File: config.mk
export PLATFORM = sky130hd
export DESIGN_NAME = coreabc_ram_param_flat
export DESIGN_NICKNAME = d
export VERILOG_FILES = /design/src/rtl/coreabc_ram_pkg.sv /design/src/rtl/coreabc_ram_param_if.sv /design/src/rtl/coreabc_ram_param_array.sv /design/src/rtl/coreabc_ram_param.sv /design/src/flat_wrapper.sv
export SDC_FILE = /design/constraint.sdc
export NUM_CORES = 2
export LEC_CHECK = 0
export CORE_MARGIN = 2
export CORE_UTILIZATION = 44
export CTS_BUF_LIST = sky130_fd_sc_hd__clkbuf_2 sky130_fd_sc_hd__clkbuf_4 sky130_fd_sc_hd__clkbuf_8
export DETAILED_ROUTE_END_ITERATION = 8
export GPL_ROUTABILITY_DRIVEN = 0
export SYNTH_ARGS = -nofsm -noshare
export SYNTH_HDL_FRONTEND = slang
export SYNTH_SLANG_ARGS = --single-unit
File: constraint.sdc
create_clock -name RWCLK -period 8.7 [get_ports RWCLK]
set_input_delay 1.74 -clock RWCLK [delete_from_list [all_inputs] [get_ports RWCLK]]
set_output_delay 1.74 -clock RWCLK [all_outputs]
set_load 0.005 [all_outputs]
File: src/rtl/coreabc_ram_pkg.sv
// Shared state encoding and elaboration-time helpers for the parametrised
// controller RAM.
package coreabc_ram_pkg;

  typedef enum logic {
    ST_CLEAR = 1'b0,
    ST_READY = 1'b1
  } state_e;

  function automatic int clog2(input int v);
    int r;
    for (r = 0; (1 << r) < v; r++) begin end
    return r;
  endfunction

  // Byte-lane storage needs whole bytes, and every word must be addressable.
  function automatic bit param_ok(input int dw, input int aw, input int depth);
    return (dw > 0) && (dw % 8 == 0) && (depth >= 1) && (clog2(depth) <= aw);
  endfunction

endpackage

File: src/rtl/coreabc_ram_param_if.sv
// Access bus between the controller core and its program/data store.
interface coreabc_ram_param_if
  import coreabc_ram_pkg::*;
#(
  parameter int DWIDTH = 16,
  parameter int AWIDTH = 8
);
  logic                  WEN;
  logic                  REN;
  logic [AWIDTH-1:0]     WADDR;
  logic [AWIDTH-1:0]     RADDR;
  logic [DWIDTH-1:0]     WD;
  logic [DWIDTH/8-1:0]   WBE;
  logic [DWIDTH-1:0]     RD;
  logic                  RVALID;
  logic                  BUSY;

  modport master (output WEN, REN, WADDR, RADDR, WD, WBE,
                  input  RD, RVALID, BUSY);
  modport slave  (input  WEN, REN, WADDR, RADDR, WD, WBE,
                  output RD, RVALID, BUSY);
endinterface

File: src/rtl/coreabc_ram_param_array.sv
// Byte-lane-enabled storage with one write and one registered read port;
// same-address read-during-write follows RDW_MODE.
module coreabc_ram_param_array
  import coreabc_ram_pkg::*;
#(
  parameter int DWIDTH   = 16,
  parameter int AWIDTH   = 8,
  parameter int DEPTH    = 256,
  parameter int RDW_MODE = 0
) (
  input  logic                clk,
  input  logic                rst_n,
  input  logic                we,
  input  logic [AWIDTH-1:0]   waddr,
  input  logic [DWIDTH/8-1:0] wbe,
  input  logic [DWIDTH-1:0]   wd,
  input  logic                re,
  input  logic                rclr,
  input  logic [AWIDTH-1:0]   raddr,
  output logic [DWIDTH-1:0]   rd
);
  localparam int NBE = DWIDTH / 8;

  logic [DWIDTH-1:0] mem [DEPTH];
  logic [DWIDTH-1:0] rdata;

  always_ff @(posedge clk) begin
    if (we)
      for (int i = 0; i < NBE; i++)
        if (wbe[i]) mem[waddr][8*i +: 8] <= wd[8*i +: 8];
  end

  // Write-first: overlay the enabled lanes of the incoming word on the read.
  always_comb begin
    rdata = mem[raddr];
    if (RDW_MODE != 0 && we && waddr == raddr)
      for (int i = 0; i < NBE; i++)
        if (wbe[i]) rdata[8*i +: 8] = wd[8*i +: 8];
  end

  always_ff @(posedge clk or negedge rst_n) begin
    if (!rst_n)  rd <= '0;
    else if (re) rd <= rclr ? '0 : rdata;
  end
endmodule

File: src/rtl/coreabc_ram_param.sv
// Parametrised controller RAM: post-reset clear sequencer, address range
// check, optional output register and read-valid pipeline around the array.
module coreabc_ram_param
  import coreabc_ram_pkg::*;
#(
  parameter int DWIDTH         = 16,
  parameter int AWIDTH         = 8,
  parameter int DEPTH          = 256,
  parameter int RDW_MODE       = 0,
  parameter int OUT_REG        = 0,
  parameter int CLEAR_ON_RESET = 1
) (
  input  logic               RWCLK,
  input  logic               RESETN,
  coreabc_ram_param_if.slave bus
);
  localparam int               NBE    = DWIDTH / 8;
  localparam int               STAGES = (OUT_REG != 0) ? 1 : 0;
  localparam logic [AWIDTH:0]  LAST   = (AWIDTH+1)'(DEPTH - 1);

  if (!param_ok(DWIDTH, AWIDTH, DEPTH)) begin : g_bad_params
    $error("coreabc_ram_param: illegal DWIDTH/AWIDTH/DEPTH combination");
  end

  state_e            state;
  logic              busy;
  logic [AWIDTH:0]   clr_cnt;
  logic              wa_ok, ra_ok, wr_acc, rd_acc;
  logic              arr_we;
  logic [AWIDTH-1:0] arr_waddr;
  logic [DWIDTH-1:0] arr_wd, arr_rd;
  logic [NBE-1:0]    arr_wbe;
  logic [STAGES:0]   vld_pipe;

  // A full-size array has no unreachable addresses.
  if (DEPTH == (1 << AWIDTH)) begin : g_full
    assign wa_ok = 1'b1;
    assign ra_ok = 1'b1;
  end else begin : g_part
    assign wa_ok = ({1'b0, bus.WADDR} < LAST + 1'b1);
    assign ra_ok = ({1'b0, bus.RADDR} < LAST + 1'b1);
  end

  always_ff @(posedge RWCLK or negedge RESETN) begin
    if (!RESETN) begin
      state   <= (CLEAR_ON_RESET != 0) ? ST_CLEAR : ST_READY;
      busy    <= (CLEAR_ON_RESET != 0);
      clr_cnt <= '0;
    end else if (state == ST_CLEAR) begin
      clr_cnt <= clr_cnt + 1'b1;
      if (clr_cnt == LAST) begin
        state <= ST_READY;
        busy  <= 1'b0;
      end
    end
  end

  assign wr_acc    = !busy && bus.WEN && wa_ok;
  assign rd_acc    = !busy && bus.REN;
  // The clearer owns the write port for its whole run.
  assign arr_we    = busy || wr_acc;
  assign arr_waddr = busy ? clr_cnt[AWIDTH-1:0] : bus.WADDR;
  assign arr_wd    = busy ? '0 : bus.WD;
  assign arr_wbe   = busy ? '1 : bus.WBE;

  coreabc_ram_param_array #(
    .DWIDTH(DWIDTH), .AWIDTH(AWIDTH), .DEPTH(DEPTH), .RDW_MODE(RDW_MODE)
  ) u_array (
    .clk  (RWCLK),
    .rst_n(RESETN),
    .we   (arr_we),
    .waddr(arr_waddr),
    .wbe  (arr_wbe),
    .wd   (arr_wd),
    .re   (rd_acc),
    .rclr (!ra_ok),
    .raddr(bus.RADDR),
    .rd   (arr_rd)
  );

  always_ff @(posedge RWCLK or negedge RESETN) begin
    if (!RESETN) vld_pipe <= '0;
    else begin
      vld_pipe[0] <= rd_acc;
      for (int i = 1; i <= STAGES; i++) vld_pipe[i] <= vld_pipe[i-1];
    end
  end

  if (OUT_REG != 0) begin : g_oreg
    logic [DWIDTH-1:0] rd_q;
    always_ff @(posedge RWCLK or negedge RESETN) begin
      if (!RESETN)          rd_q <= '0;
      else if (vld_pipe[0]) rd_q <= arr_rd;
    end
    assign bus.RD = rd_q;
  end else begin : g_noreg
    assign bus.RD = arr_rd;
  end

  assign bus.RVALID = vld_pipe[STAGES];
  assign bus.BUSY   = busy;
endmodule

File: src/flat_wrapper.sv
// flat-port wrapper written by rule: the top's interface ports become plain ports
module coreabc_ram_param_flat import coreabc_ram_pkg::*;
#(
  parameter int DWIDTH         = 16,
  parameter int AWIDTH         = 8,
  parameter int DEPTH          = 256,
  parameter int RDW_MODE       = 0,
  parameter int OUT_REG        = 0,
  parameter int CLEAR_ON_RESET = 1
)
  (RWCLK, RESETN, bus_WEN, bus_REN, bus_WADDR, bus_RADDR, bus_WD, bus_WBE, bus_RD, bus_RVALID, bus_BUSY);
  coreabc_ram_param_if #(.DWIDTH(DWIDTH), .AWIDTH(AWIDTH)) bus_i ();
  input  logic RWCLK;
  input  logic RESETN;
  input wire logic [$bits(bus_i.WEN)-1:0] bus_WEN;
  input wire logic [$bits(bus_i.REN)-1:0] bus_REN;
  input wire logic [$bits(bus_i.WADDR)-1:0] bus_WADDR;
  input wire logic [$bits(bus_i.RADDR)-1:0] bus_RADDR;
  input wire logic [$bits(bus_i.WD)-1:0] bus_WD;
  input wire logic [$bits(bus_i.WBE)-1:0] bus_WBE;
  output wire logic [$bits(bus_i.RD)-1:0] bus_RD;
  output wire logic [$bits(bus_i.RVALID)-1:0] bus_RVALID;
  output wire logic [$bits(bus_i.BUSY)-1:0] bus_BUSY;
  assign bus_i.WEN = bus_WEN;
  assign bus_i.REN = bus_REN;
  assign bus_i.WADDR = bus_WADDR;
  assign bus_i.RADDR = bus_RADDR;
  assign bus_i.WD = bus_WD;
  assign bus_i.WBE = bus_WBE;
  assign bus_RD = bus_i.RD;
  assign bus_RVALID = bus_i.RVALID;
  assign bus_BUSY = bus_i.BUSY;
  coreabc_ram_param #(.DWIDTH(DWIDTH), .AWIDTH(AWIDTH), .DEPTH(DEPTH), .RDW_MODE(RDW_MODE), .OUT_REG(OUT_REG), .CLEAR_ON_RESET(CLEAR_ON_RESET)) u_core (.RWCLK(RWCLK), .RESETN(RESETN), .bus(bus_i));
endmodule
==> flow_summary.json <==
{
  "power.density_mw_per_mm2": 225.8,
  "cts-root-buf": "clkbuf_8",
  "slew_headroom_pct": 6.031,
  "nets": 8360,
  "peakVddDrop_mv": 0.1452,
  "worst-path-max-fanout": 14,
  "multi_input_area_mm2": 0.03411,
  "fin_cells": 13653,
  "hold_depth": 2,
  "rsz0062_at_grt": "false",
  "port_buffers": 55,
  "grt_pass1_wl_um": 658400,
  "hp-start": "u_core.clr_cnt[8]$_DFFE_PN0N_",
  "ff2ff_setup_slack_ps": 3920,
  "synth_flop_cell": "edfxtp_1",
  "clock-sinks": 4124,
  "fmax_mhz": 196.9,
  "coreArea_mm2": 0.3650,
  "layout-drive-gt1-share_pct": 23.30,
  "clk_pin_slew_ps": 70,
  "fill_cells": 29530,
  "hold_viol": 0,
  "placed_area_mm2": 0.1664,
  "grt_pass1_vias": 83959,
  "dp.cells": 12482,
  "cts-hold-fix-buffers": 0,
  "overflow": 0,
  "final-max-slew-violation-count": 0,
  "syn_area_mm2": 0.1611,
  "via_count": 84314,
  "grt_max_degree": 204,
  "fp.dieArea_mm2": 0.3711,
  "synth.top_cells.by_area": "edfxtp_1, mux4_2, mux2i_1",
  "syn_area_per_cell_um2": 20.34,
  "yosys_warnings": 0,
  "synthToLayoutAreaGrowth_pct": 11.25,
  "ys_ff_latch": 4124,
  "setup_viol": 0,
  "dr.pass1.iters": 6,
  "ant_nets": 1,
  "synth_edf_count": 4096,
  "fp.dieW_um": 609.1,
  "worst-setup-path-type": "in2reg",
  "regArea_mm2": 0.1237,
  "drv_cap": 0,
  "layout_worst_path_cycle_share_pct": 58.38,
  "arrival_ps": 6180,
  "end_kind": "flop",
  "wl_per_cell_um": 34.66,
  "layout_commonest_cell": "edfxtp_1",
  "track_usage_pct": 25.10,
  "htree_levels": 6,
  "cts_made_buffers": 652,
  "worstSetupStartpointType": "primary input",
  "drc_errors": 0,
  "seq_area_frac_synth_pct": 76.77,
  "period_needed_ps": 5079,
  "synth_top_area_cell": "edfxtp_1",
  "hold_class": "reg2reg",
  "fin_skew_ps": 71.79,
  "syn-instance-count": 7922,
  "r2r-start": "u_core.bus.BUSY$_DFFE_PN1P_",
  "final_cell_mix": "edfxtp_1, mux4_2, clkbuf_8",
  "start_util_pct": 44.15,
  "syn_nets": 7962,
  "drtIter0Drc": 10929,
  "clockBufferDepth": 4,
  "rr_endpoint": "u_core.u_array.mem[246][2]$_DFFE_PP_",
  "cts_setup_buffers": 0,
  "fin_area_mm2": 0.1793,
  "clk_latency_ps": 1230,
  "hold-path-endpoint": "u_core.clr_cnt[8]$_DFFE_PN0N_",
  "cts_resized": 0,
  "ys_async_sr_fraction_pct": 0.6790,
  "antenna_found_initial": 24,
  "cts_tree": "yes",
  "dpl.hpwl_um": 281700,
  "crit_required_ps": 9800,
  "die_h_um": 609.1,
  "status": "finished with violations",
  "io_pins": 56,
  "reg2reg_depth": 6,
  "synth.top_cell.area_share_pct": 76.34,
  "worstMarginPinSlew_ps": 1374,
  "num_rows": 222,
  "wl_um": 473200,
  "yosys.cell_types.count": 84,
  "p_leak_nw": 56.59,
  "vias_per_cell": 6.175,
  "violations": "antenna violations"
}
-- worst max-delay path: stages --
cell and delay, ps:
clkdlybuf4s50_1 910, nand3b_1 1070, buf_4 610, a2111oi_0 1110, nor3_1 280, nand4b_1 300
o211ai_1 120
-- layer usage --
layer | track usage [%] | up-vias | routed length (um)
met3 | 5.251 | 866 | 43280
met1 | 33.80 | 44970 | 183200
met5 | 0 | - | 96
li1 | - | 33751 | -
met2 | 40.22 | 4713 | 227300
met4 | 9.849 | 14 | 19260
-- how the worst max path moves through the flow --
stage / end / startpoint / depth (start not counted) / slack [ps]
after global placement: u_core.u_array.rd[12]$_DFFE_PN0P_ / bus_RADDR[5] / 9 / 2090
final: u_core.u_array.rd[10]$_DFFE_PN0P_ / bus_RADDR[5] / 7 / 3620
after CTS: u_core.u_array.rd[4]$_DFFE_PN0P_ / bus_RADDR[1] / 10 / 3680
after floorplan: u_core.u_array.mem[0][0]$_DFFE_PP_ / bus_WD[0] / 1 / -630
after detailed placement: u_core.u_array.rd[4]$_DFFE_PN0P_ / bus_RADDR[1] / 10 / 2350
after global routing: u_core.u_array.rd[14]$_DFFE_PN0P_ / bus_RADDR[5] / 9 / 3770
-- cell usage after synthesis, types with 36 or more instances --
master	n
buf_8	36
mux4_2	716
buf_4	66
edfxtp_1	4096
nor2_1	607
a211oi_1	67
a22oi_1	94
o21ai_0	108
clkbuf_1	172
buf_2	108
a2111oi_0	36
buf_6	56
a21oi_1	121
o22ai_1	179
nand3_1	55
mux2i_1	592
nand2_1	204
o221ai_1	123
a221oi_1	53
-- sequential cells by signal, indices dropped and copies added (netlist names) --
signal / cells
u_core.bus.RVALID: 1
u_core.clr_cnt: 9
u_core.bus.BUSY: 1
u_core.state: 1
u_core.u_array.rd: 16
u_core.u_array.mem: 4096
-- kinds of logic after synthesis --
family,Yosys count,share of synthesized area [%]
AOI/OAI and AO/OA,870,3.793
buffers and inverters,522,2.269
adders and majority gates,2,0.01553
muxes,1370,14.38
DFF,4124,76.77
and+or+nand+nor,1027,2.732
xor gates and xnor gates,7,0.03805
-- area by class of cell --
class	count	area share, %
clock inverters	250	1.033
flip-flops and latches	4124	69.01
clock buffers	897	6.098
inverters	21	0.04956
well taps	4816	3.362
diodes	24	0.03350
multi-input cells	3276	19.03
repair buffers	245	1.383
-- power breakdown --
group | switching (mW) | internal, mW
clock | 7.72 | 8.70
combinational | 1.48 | 0.630
sequential | 0.0610 | 21.9
total | 9.26 | 31.2
-- metrics by stage --
step | power [mW] | setup TNS [ps] | worst slack (ps) | hold WS (ps) | util (%)
3_3_place_gp | 24.43 | 0 | 2086 | 508.0 | 45.59
2_1_floorplan | 23.56 | -1131520 | -631.4 | 486.2 | -
3_5_place_dp | 24.45 | 0 | 2354 | 538.5 | 45.59
6_report | 40.47 | 0 | 3621 | 563.8 | 49.11
4_1_cts | 40.65 | 0 | 3685 | 562.7 | 49.10
5_1_grt | 41.54 | 0 | 3769 | 604.6 | 49.10
No activity file was read; power rests on OpenSTA's default activity.
